==> config.mk <==
export PLATFORM = sky130hd
export DESIGN_NAME = w4_tile_reader
export DESIGN_NICKNAME = d
export VERILOG_FILES = /design/src/rtl/w4a8_pkg.sv /design/src/rtl/skid_fifo.sv /design/src/rtl/w4_tile_reader.sv
export SDC_FILE = /design/constraint.sdc
export NUM_CORES = 1
export LEC_CHECK = 0
export ABC_AREA = 1
export BUFFER_PORTS_ARGS = -buffer_cell sky130_fd_sc_hd__buf_2
export CAP_MARGIN = 10
export CORE_ASPECT_RATIO = 1.5
export CORE_UTILIZATION = 40
export DETAILED_ROUTE_END_ITERATION = 12
export PLACE_DENSITY_LB_ADDON = 0.12
export SLEW_MARGIN = 40
export SYNTH_ARGS = -nofsm -noshare
export SYNTH_HDL_FRONTEND = slang
export SYNTH_HIERARCHICAL = 1
export SYNTH_SLANG_ARGS = --single-unit
==> constraint.sdc <==
create_clock -name clk -period 18.3 [get_ports clk]
set_input_delay 2.745 -clock clk [delete_from_list [all_inputs] [get_ports clk]]
set_output_delay 2.745 -clock clk [all_outputs]
set_load 0.02 [all_outputs]
==> src/rtl/w4a8_pkg.sv <==
// Shared types and int4 -> int8 unpack helpers for the W4A8 weight path.
// Define W4_ZERO_POINT_EN to make nibbles unsigned with a zero-point offset.
package w4a8_pkg;

  localparam int LANE_W    = 8;
  localparam int NIB_W     = 4;
  // Widest word the unpack helper supports (256-bit buffer word).
  localparam int MAX_LANES = 64;

  typedef enum logic [1:0] {
    RDR_IDLE  = 2'd0,
    RDR_RUN   = 2'd1,
    RDR_DRAIN = 2'd2,
    RDR_DONE  = 2'd3
  } rdr_state_e;

`ifdef W4_ZERO_POINT_EN
  // Lane i = unsigned nibble i minus zp; result fits int8 as -15..15.
  function automatic logic [MAX_LANES*LANE_W-1:0] unpack_w4(
    input logic [MAX_LANES*NIB_W-1:0] word,
    input int                         n_lanes,
    input logic [NIB_W-1:0]           zp
  );
    logic [MAX_LANES*LANE_W-1:0] lanes;
    lanes = '0;
    for (int i = 0; i < MAX_LANES; i++) begin
      if (i < n_lanes) begin
        lanes[i*LANE_W +: LANE_W] = {{(LANE_W-NIB_W){1'b0}}, word[i*NIB_W +: NIB_W]}
                                  - {{(LANE_W-NIB_W){1'b0}}, zp};
      end
    end
    return lanes;
  endfunction
`else
  // Lane i = two's-complement nibble i sign-extended to int8.
  function automatic logic [MAX_LANES*LANE_W-1:0] unpack_w4(
    input logic [MAX_LANES*NIB_W-1:0] word,
    input int                         n_lanes
  );
    logic [MAX_LANES*LANE_W-1:0] lanes;
    lanes = '0;
    for (int i = 0; i < MAX_LANES; i++) begin
      if (i < n_lanes) begin
        lanes[i*LANE_W +: LANE_W] = {{(LANE_W-NIB_W){word[i*NIB_W+NIB_W-1]}},
                                     word[i*NIB_W +: NIB_W]};
      end
    end
    return lanes;
  endfunction
`endif

endpackage

==> src/rtl/skid_fifo.sv <==
// Small synchronous FIFO with first-word-fall-through head; absorbs the
// buffer's read return while the downstream stream is stalled.
module skid_fifo #(
  parameter int WIDTH = 64,
  parameter int DEPTH = 4
) (
  input  logic             clk,
  input  logic             rst,
  input  logic             push,
  input  logic [WIDTH-1:0] push_data,
  input  logic             pop,
  output logic [WIDTH-1:0] head,
  output logic             empty
);

  localparam int PTR_W = $clog2(DEPTH);

  logic [WIDTH-1:0] mem [DEPTH];
  // Extra MSB on each pointer distinguishes full from empty.
  logic [PTR_W:0]   wr_ptr;
  logic [PTR_W:0]   rd_ptr;
  logic             full;

  assign empty = (wr_ptr == rd_ptr);
  assign full  = (wr_ptr[PTR_W] != rd_ptr[PTR_W]) &&
                 (wr_ptr[PTR_W-1:0] == rd_ptr[PTR_W-1:0]);
  assign head  = mem[rd_ptr[PTR_W-1:0]];

  always_ff @(posedge clk or posedge rst) begin
    if (rst) begin
      // NOTE: storage is reset too so the unpacked head reads as zero after reset.
      for (int i = 0; i < DEPTH; i++) mem[i] <= '0;
      wr_ptr <= '0;
      rd_ptr <= '0;
    end else begin
      // NOTE: non-blocking assignments so every register samples pre-edge values.
      if (push) begin
        mem[wr_ptr[PTR_W-1:0]] <= push_data;
        wr_ptr                 <= wr_ptr + (PTR_W+1)'(1);
      end
      if (pop && !empty) rd_ptr <= rd_ptr + (PTR_W+1)'(1);
    end
  end

  // The credit loop upstream guarantees space for every returned word.
  a_no_overflow: assert property (@(posedge clk) disable iff (rst) !(push && full));

endmodule

==> src/rtl/w4_tile_reader.sv <==
// Walks a buffer address range, captures the read return into a skid FIFO and
// streams sign-extended int8 lanes. W4_ZERO_POINT_EN adds the zp input.
module w4_tile_reader
  import w4a8_pkg::*;
#(
  parameter int DATA_WIDTH = 64,
  parameter int ADDR_WIDTH = 6,
  parameter int FIFO_DEPTH = 4
) (
  input  logic                             clk,
  input  logic                             rst,
  input  logic                             start,
  input  logic [ADDR_WIDTH-1:0]            base_addr,
  input  logic [ADDR_WIDTH:0]              num_words,
`ifdef W4_ZERO_POINT_EN
  input  logic [NIB_W-1:0]                 zp,
`endif
  output logic                             busy,
  output logic                             done,
  output logic                             rd_en,
  output logic [ADDR_WIDTH-1:0]            rd_addr,
  input  logic [DATA_WIDTH-1:0]            rd_data,
  input  logic                             rd_valid,
  output logic                             out_valid,
  input  logic                             out_ready,
  output logic [LANE_W*(DATA_WIDTH/NIB_W)-1:0] out_data,
  output logic                             out_last
);

  localparam int LANES  = DATA_WIDTH / NIB_W;
  localparam int CNT_W  = ADDR_WIDTH + 1;
  localparam int CRED_W = $clog2(FIFO_DEPTH) + 1;
  localparam logic [CRED_W-1:0] CRED_MAX = CRED_W'(FIFO_DEPTH);

  rdr_state_e            state;
  logic [ADDR_WIDTH-1:0] base_q;
  logic [ADDR_WIDTH-1:0] issued_q;
  logic [CNT_W-1:0]      num_q;
  logic [CNT_W-1:0]      remaining_q;
  logic [CNT_W-1:0]      popped_q;
  // Words issued but not yet handed downstream; bounds FIFO occupancy.
  logic [CRED_W-1:0]     credits_q;
  // Masks a stale read return in the first cycle after reset release.
  logic                  rst_guard_q;
`ifdef W4_ZERO_POINT_EN
  logic [NIB_W-1:0]      zp_q;
`endif

  logic                  out_hs;
  logic                  fifo_empty;
  logic                  fifo_push;
  logic [DATA_WIDTH-1:0] fifo_head;

  assign busy    = (state == RDR_RUN) || (state == RDR_DRAIN);
  assign done    = (state == RDR_DONE);
  assign rd_en   = (state == RDR_RUN) && (remaining_q != '0) && (credits_q < CRED_MAX);
  assign rd_addr = base_q + issued_q;

  assign out_valid = !fifo_empty;
  assign out_hs    = out_valid && out_ready;
  assign out_last  = out_valid && (popped_q == num_q - CNT_W'(1));
  assign fifo_push = rd_valid && !rst_guard_q;

  always_ff @(posedge clk or posedge rst) begin
    if (rst) begin
      state       <= RDR_IDLE;
      base_q      <= '0;
      issued_q    <= '0;
      num_q       <= '0;
      remaining_q <= '0;
      popped_q    <= '0;
      credits_q   <= '0;
      rst_guard_q <= 1'b1;
`ifdef W4_ZERO_POINT_EN
      zp_q        <= '0;
`endif
    end else begin
      rst_guard_q <= 1'b0;

      if (rd_en) begin
        issued_q    <= issued_q + ADDR_WIDTH'(1);
        remaining_q <= remaining_q - CNT_W'(1);
      end
      if (out_hs) popped_q <= popped_q + CNT_W'(1);

      case ({rd_en, out_hs})
        2'b10:   credits_q <= credits_q + CRED_W'(1);
        2'b01:   credits_q <= credits_q - CRED_W'(1);
        default: credits_q <= credits_q;
      endcase

      case (state)
        RDR_IDLE: begin
          if (start) begin
            base_q      <= base_addr;
            num_q       <= num_words;
            remaining_q <= num_words;
            issued_q    <= '0;
            popped_q    <= '0;
`ifdef W4_ZERO_POINT_EN
            zp_q        <= zp;
`endif
            state       <= (num_words == '0) ? RDR_DONE : RDR_RUN;
          end
        end
        RDR_RUN: begin
          if (rd_en && (remaining_q == CNT_W'(1))) state <= RDR_DRAIN;
        end
        RDR_DRAIN: begin
          if (out_hs && out_last) state <= RDR_DONE;
        end
        RDR_DONE: state <= RDR_IDLE;
        default:  state <= RDR_IDLE;
      endcase
    end
  end

  skid_fifo #(
    .WIDTH (DATA_WIDTH),
    .DEPTH (FIFO_DEPTH)
  ) u_skid_fifo (
    .clk       (clk),
    .rst       (rst),
    .push      (fifo_push),
    .push_data (rd_data),
    .pop       (out_hs),
    .head      (fifo_head),
    .empty     (fifo_empty)
  );

  // Unpack at the FIFO output so stored words stay at 4 bits per weight.
  logic [MAX_LANES*NIB_W-1:0]  head_wide;
  logic [MAX_LANES*LANE_W-1:0] lanes_wide;
  logic                        unused_lanes;

  always_comb begin
    // NOTE: default the whole vector first so no bit is left unassigned (no latch).
    head_wide                   = '0;
    head_wide[DATA_WIDTH-1:0]   = fifo_head;
  end

`ifdef W4_ZERO_POINT_EN
  assign lanes_wide = unpack_w4(head_wide, LANES, zp_q);
`else
  assign lanes_wide = unpack_w4(head_wide, LANES);
`endif

  assign out_data     = lanes_wide[LANE_W*LANES-1:0];
  assign unused_lanes = ^lanes_wide;

endmodule
==> impl_metrics.tcl <==
set metrics [dict create \
    final.setup.tns_ps 0 \
    drt_iter0_drc 587 \
    cts-htree-levels 1 \
    dp.cells 2213 \
    clk_pin_slew_ps 70 \
    p_leak_nw 8.12 \
    hold_viol_final 0 \
    fp-row-count 84 \
    holdPathEnd "credits_q[0]" \
    fin_nets 1877 \
    seqPwrFrac_pct 34.0 \
    final_common_cell "o21ai_0" \
    synth.lib_cells_used.distinct 41 \
    crit_family "buffers and inverters" \
    setup_viol 0 \
    ir_drop_mv 0.105 \
    cts.path.max_buffers 3 \
    grt_pass1_wl_um 56900 \
    cts_num_sinks 301 \
    power_switching_mw 1.54 \
    drt-pass1-iter-count 5 \
    synth_warnings 6 \
    fillers 3591 \
    worstRegToRegCells 14 \
    antenna_found_initial 0 \
    die_x_um 156 \
    fin_crit_ps 5960 \
    grt-ovfl-total 0 \
    wire_per_inst_um 15.4 \
    min_from "credits_q[0]" \
    worst_setup_path_start_kind "flop" \
    syn_area_mm2 0.0143 \
    slowest_stage "dfrtp_4" \
    vias_per_cell 4.94 \
    start_util_pct 40.7 \
    post_cts_buffers 0 \
    io_pins 221 \
    slowest_delay_ps 690 \
    max_slew.worst_pin.slew_ps 832 \
    ant_nets 0 \
    hpwlAfterDp_um 20800 \
    postCtsHoldBufs 0 \
    die_y_um 234 \
    slew-limit-headroom_pct 44.6 \
    maxCapViolCount 0 \
    fmax_mhz 168 \
    cts_buffers 30 \
    wl_um 34900 \
    arrival_ps 3220 \
    clock_skew_ps 14.5 \
    r2r_end "credits_q[2]" \
    ys_async_sr_fraction_pct 100 \
    r2r_slack_ps 15300 \
    cts_tree "done" \
    synth_top_flop_cell "dfrtp_1" \
    worstHoldPathCells 1 \
    dieArea_mm2 0.0365 \
    worstSkewPairLatency_ps 570 \
    power.density_mw_per_mm2 214 \
    outcome "completed" \
    synth_edf_count 0 \
    crit_chain "inv_4 -> buf_6 -> o21ai_0 -> o22ai_1 -> buf_2" \
    layout_common_cells "o21ai_0 (354), nand2_1 (352), dfrtp_1 (298), buf_2 (220), nor2_1 (157)" \
    drc 0 \
    area_delta_synth_final_pct 12.9 \
    p_int_mw 1.91 \
    root_buffer "clkbuf_16" \
    vias 11200 \
    netlist_instances 1675 \
    endpoint_kind "output port" \
    drv_slew 0 \
    ys_ff_latch 301 \
    finalPower_mw 3.45 \
    r2r_start "u_skid_fifo/rd_ptr[0]" \
    synth_seq_area_share_pct 52.7 \
    worstPathMaxFanout 73 \
    clkPwrFrac_pct 18.9 \
    grt_pass1_vias 10900 \
    worstHoldPathType "flop to flop" \
    path_buf_inv 3 \
    period_share_pct 32.6 \
    numPortBuffers 220 \
    finalNonFillerCells 2269 \
    cts_resized 0 \
    power_switching_share_pct 44.6 \
    coreArea_mm2 0.0351 \
    combPwrFrac_pct 47.1 \
    grt_usage_pct 19.6 \
    place_congestion 0.729 \
    diodes 0 \
    synth_area_per_cell_um2 8.54 \
    rsz0062_at_grt "no" \
    required_ps 15550 \
    grt_max_degree 132 \
    drive_above_1_share_pct 18.2 \
    synth_nets 1780 \
    path_class "flop to output port" \
]
## logic make-up after synthesis
logic type | count (synthesis) | share of synthesized area (%)
flops | 301 | 52.7
buf+inv | 283 | 10.5
compound gates | 485 | 17.7
fa+ha+maj | 23 | 2.12
xor+xnor | 19 | 1.16
other cells | 1 | 0.0262
simple gates | 563 | 15.8
## worst register-to-register path: cells and delay by family (launching register included)
kind	cells	cell delay [ps]
DFF	1	770
buffers and inverters	5	740
adders and majority gates	2	540
and+or+nand+nor	4	470
AOI/OAI and AO/OA	2	250
xor gates and xnor gates	1	130
## cell type report
cell class	instances	area (µm²)	area share, %
sequential	301	7540	46.7
multi-input combinational	1091	5290	32.8
timing repair buffer	232	1210	7.52
clock buffer	46	892	5.53
tap	473	592	3.67
inverter	116	455	2.82
clock inverter	10	160	0.992
## layer usage
layer | wire [µm] | up-vias | global-route usage, %
met5 | 0 | - | 0
met4 | 573 | 0 | 4.93
met3 | 1350 | 39 | 2.26
met2 | 17300 | 223 | 34.7
met1 | 15600 | 5351 | 25.3
li1 | - | 5596 | -
## power by group through the flow
stage	Combinational (mW)	Sequential, mW	Clock [mW]
finish	1.63	1.17	0.654
global route	1.84	1.21	0.703
CTS	1.66	1.17	0.676
detailed placement	1.65	1.18	0
global placement	1.63	1.17	0
floorplan	1.40	1.12	0
## flip-flops by register name, indices dropped and copies added (netlist names)
| signal | flops |
|---|---|
| base_q | 6 |
| credits_q | 3 |
| issued_q | 6 |
| num_q | 7 |
| popped_q | 7 |
| remaining_q | 7 |
| rst_guard_q | 1 |
| state | 2 |
| u_skid_fifo/mem | 256 |
| u_skid_fifo/rd_ptr | 3 |
| u_skid_fifo/wr_ptr | 3 |
## worst max path at each step
stage	start	endpoint	depth (start not counted)
6_report	u_skid_fifo/rd_ptr[0]	out_data[119]	5
3_5_place_dp	u_skid_fifo/rd_ptr[0]	out_data[119]	5
2_1_floorplan	rst	u_skid_fifo/mem[0]	1
5_1_grt	u_skid_fifo/rd_ptr[0]	out_data[116]	5
4_1_cts	u_skid_fifo/rd_ptr[0]	out_data[119]	5
3_3_place_gp	u_skid_fifo/rd_ptr[0]	out_data[115]	5
## Yosys cell counts, drive strengths merged, types with 2 or more instances
master,count,area [µm²]
a21oi,9,48.8
nor4,2,12.5
buf,121,862
fa,2,40.0
nand2,366,1400
o21ai,408,2040
clkbuf,46,203
o22ai,64,400
ha,21,263
nor2,169,667
nand3,20,120
inv,115,439
nor3,4,36.3
dfrtp,300,7510
xnor2,10,87.6
xor2,9,78.8
## through the flow
stage	cell area [µm²]	worst slack [ps]	util [%]	hold slack [ps]
2_1_floorplan	14300	8340	-	437
3_3_place_gp	15100	12590	42.9	459
3_5_place_dp	15100	12560	43.0	464
4_1_cts	16100	11930	46.0	473
5_1_grt	16100	12010	46.0	496
6_report	16100	12340	46.0	471
Note: power is estimated with default switching activity, not from simulation.
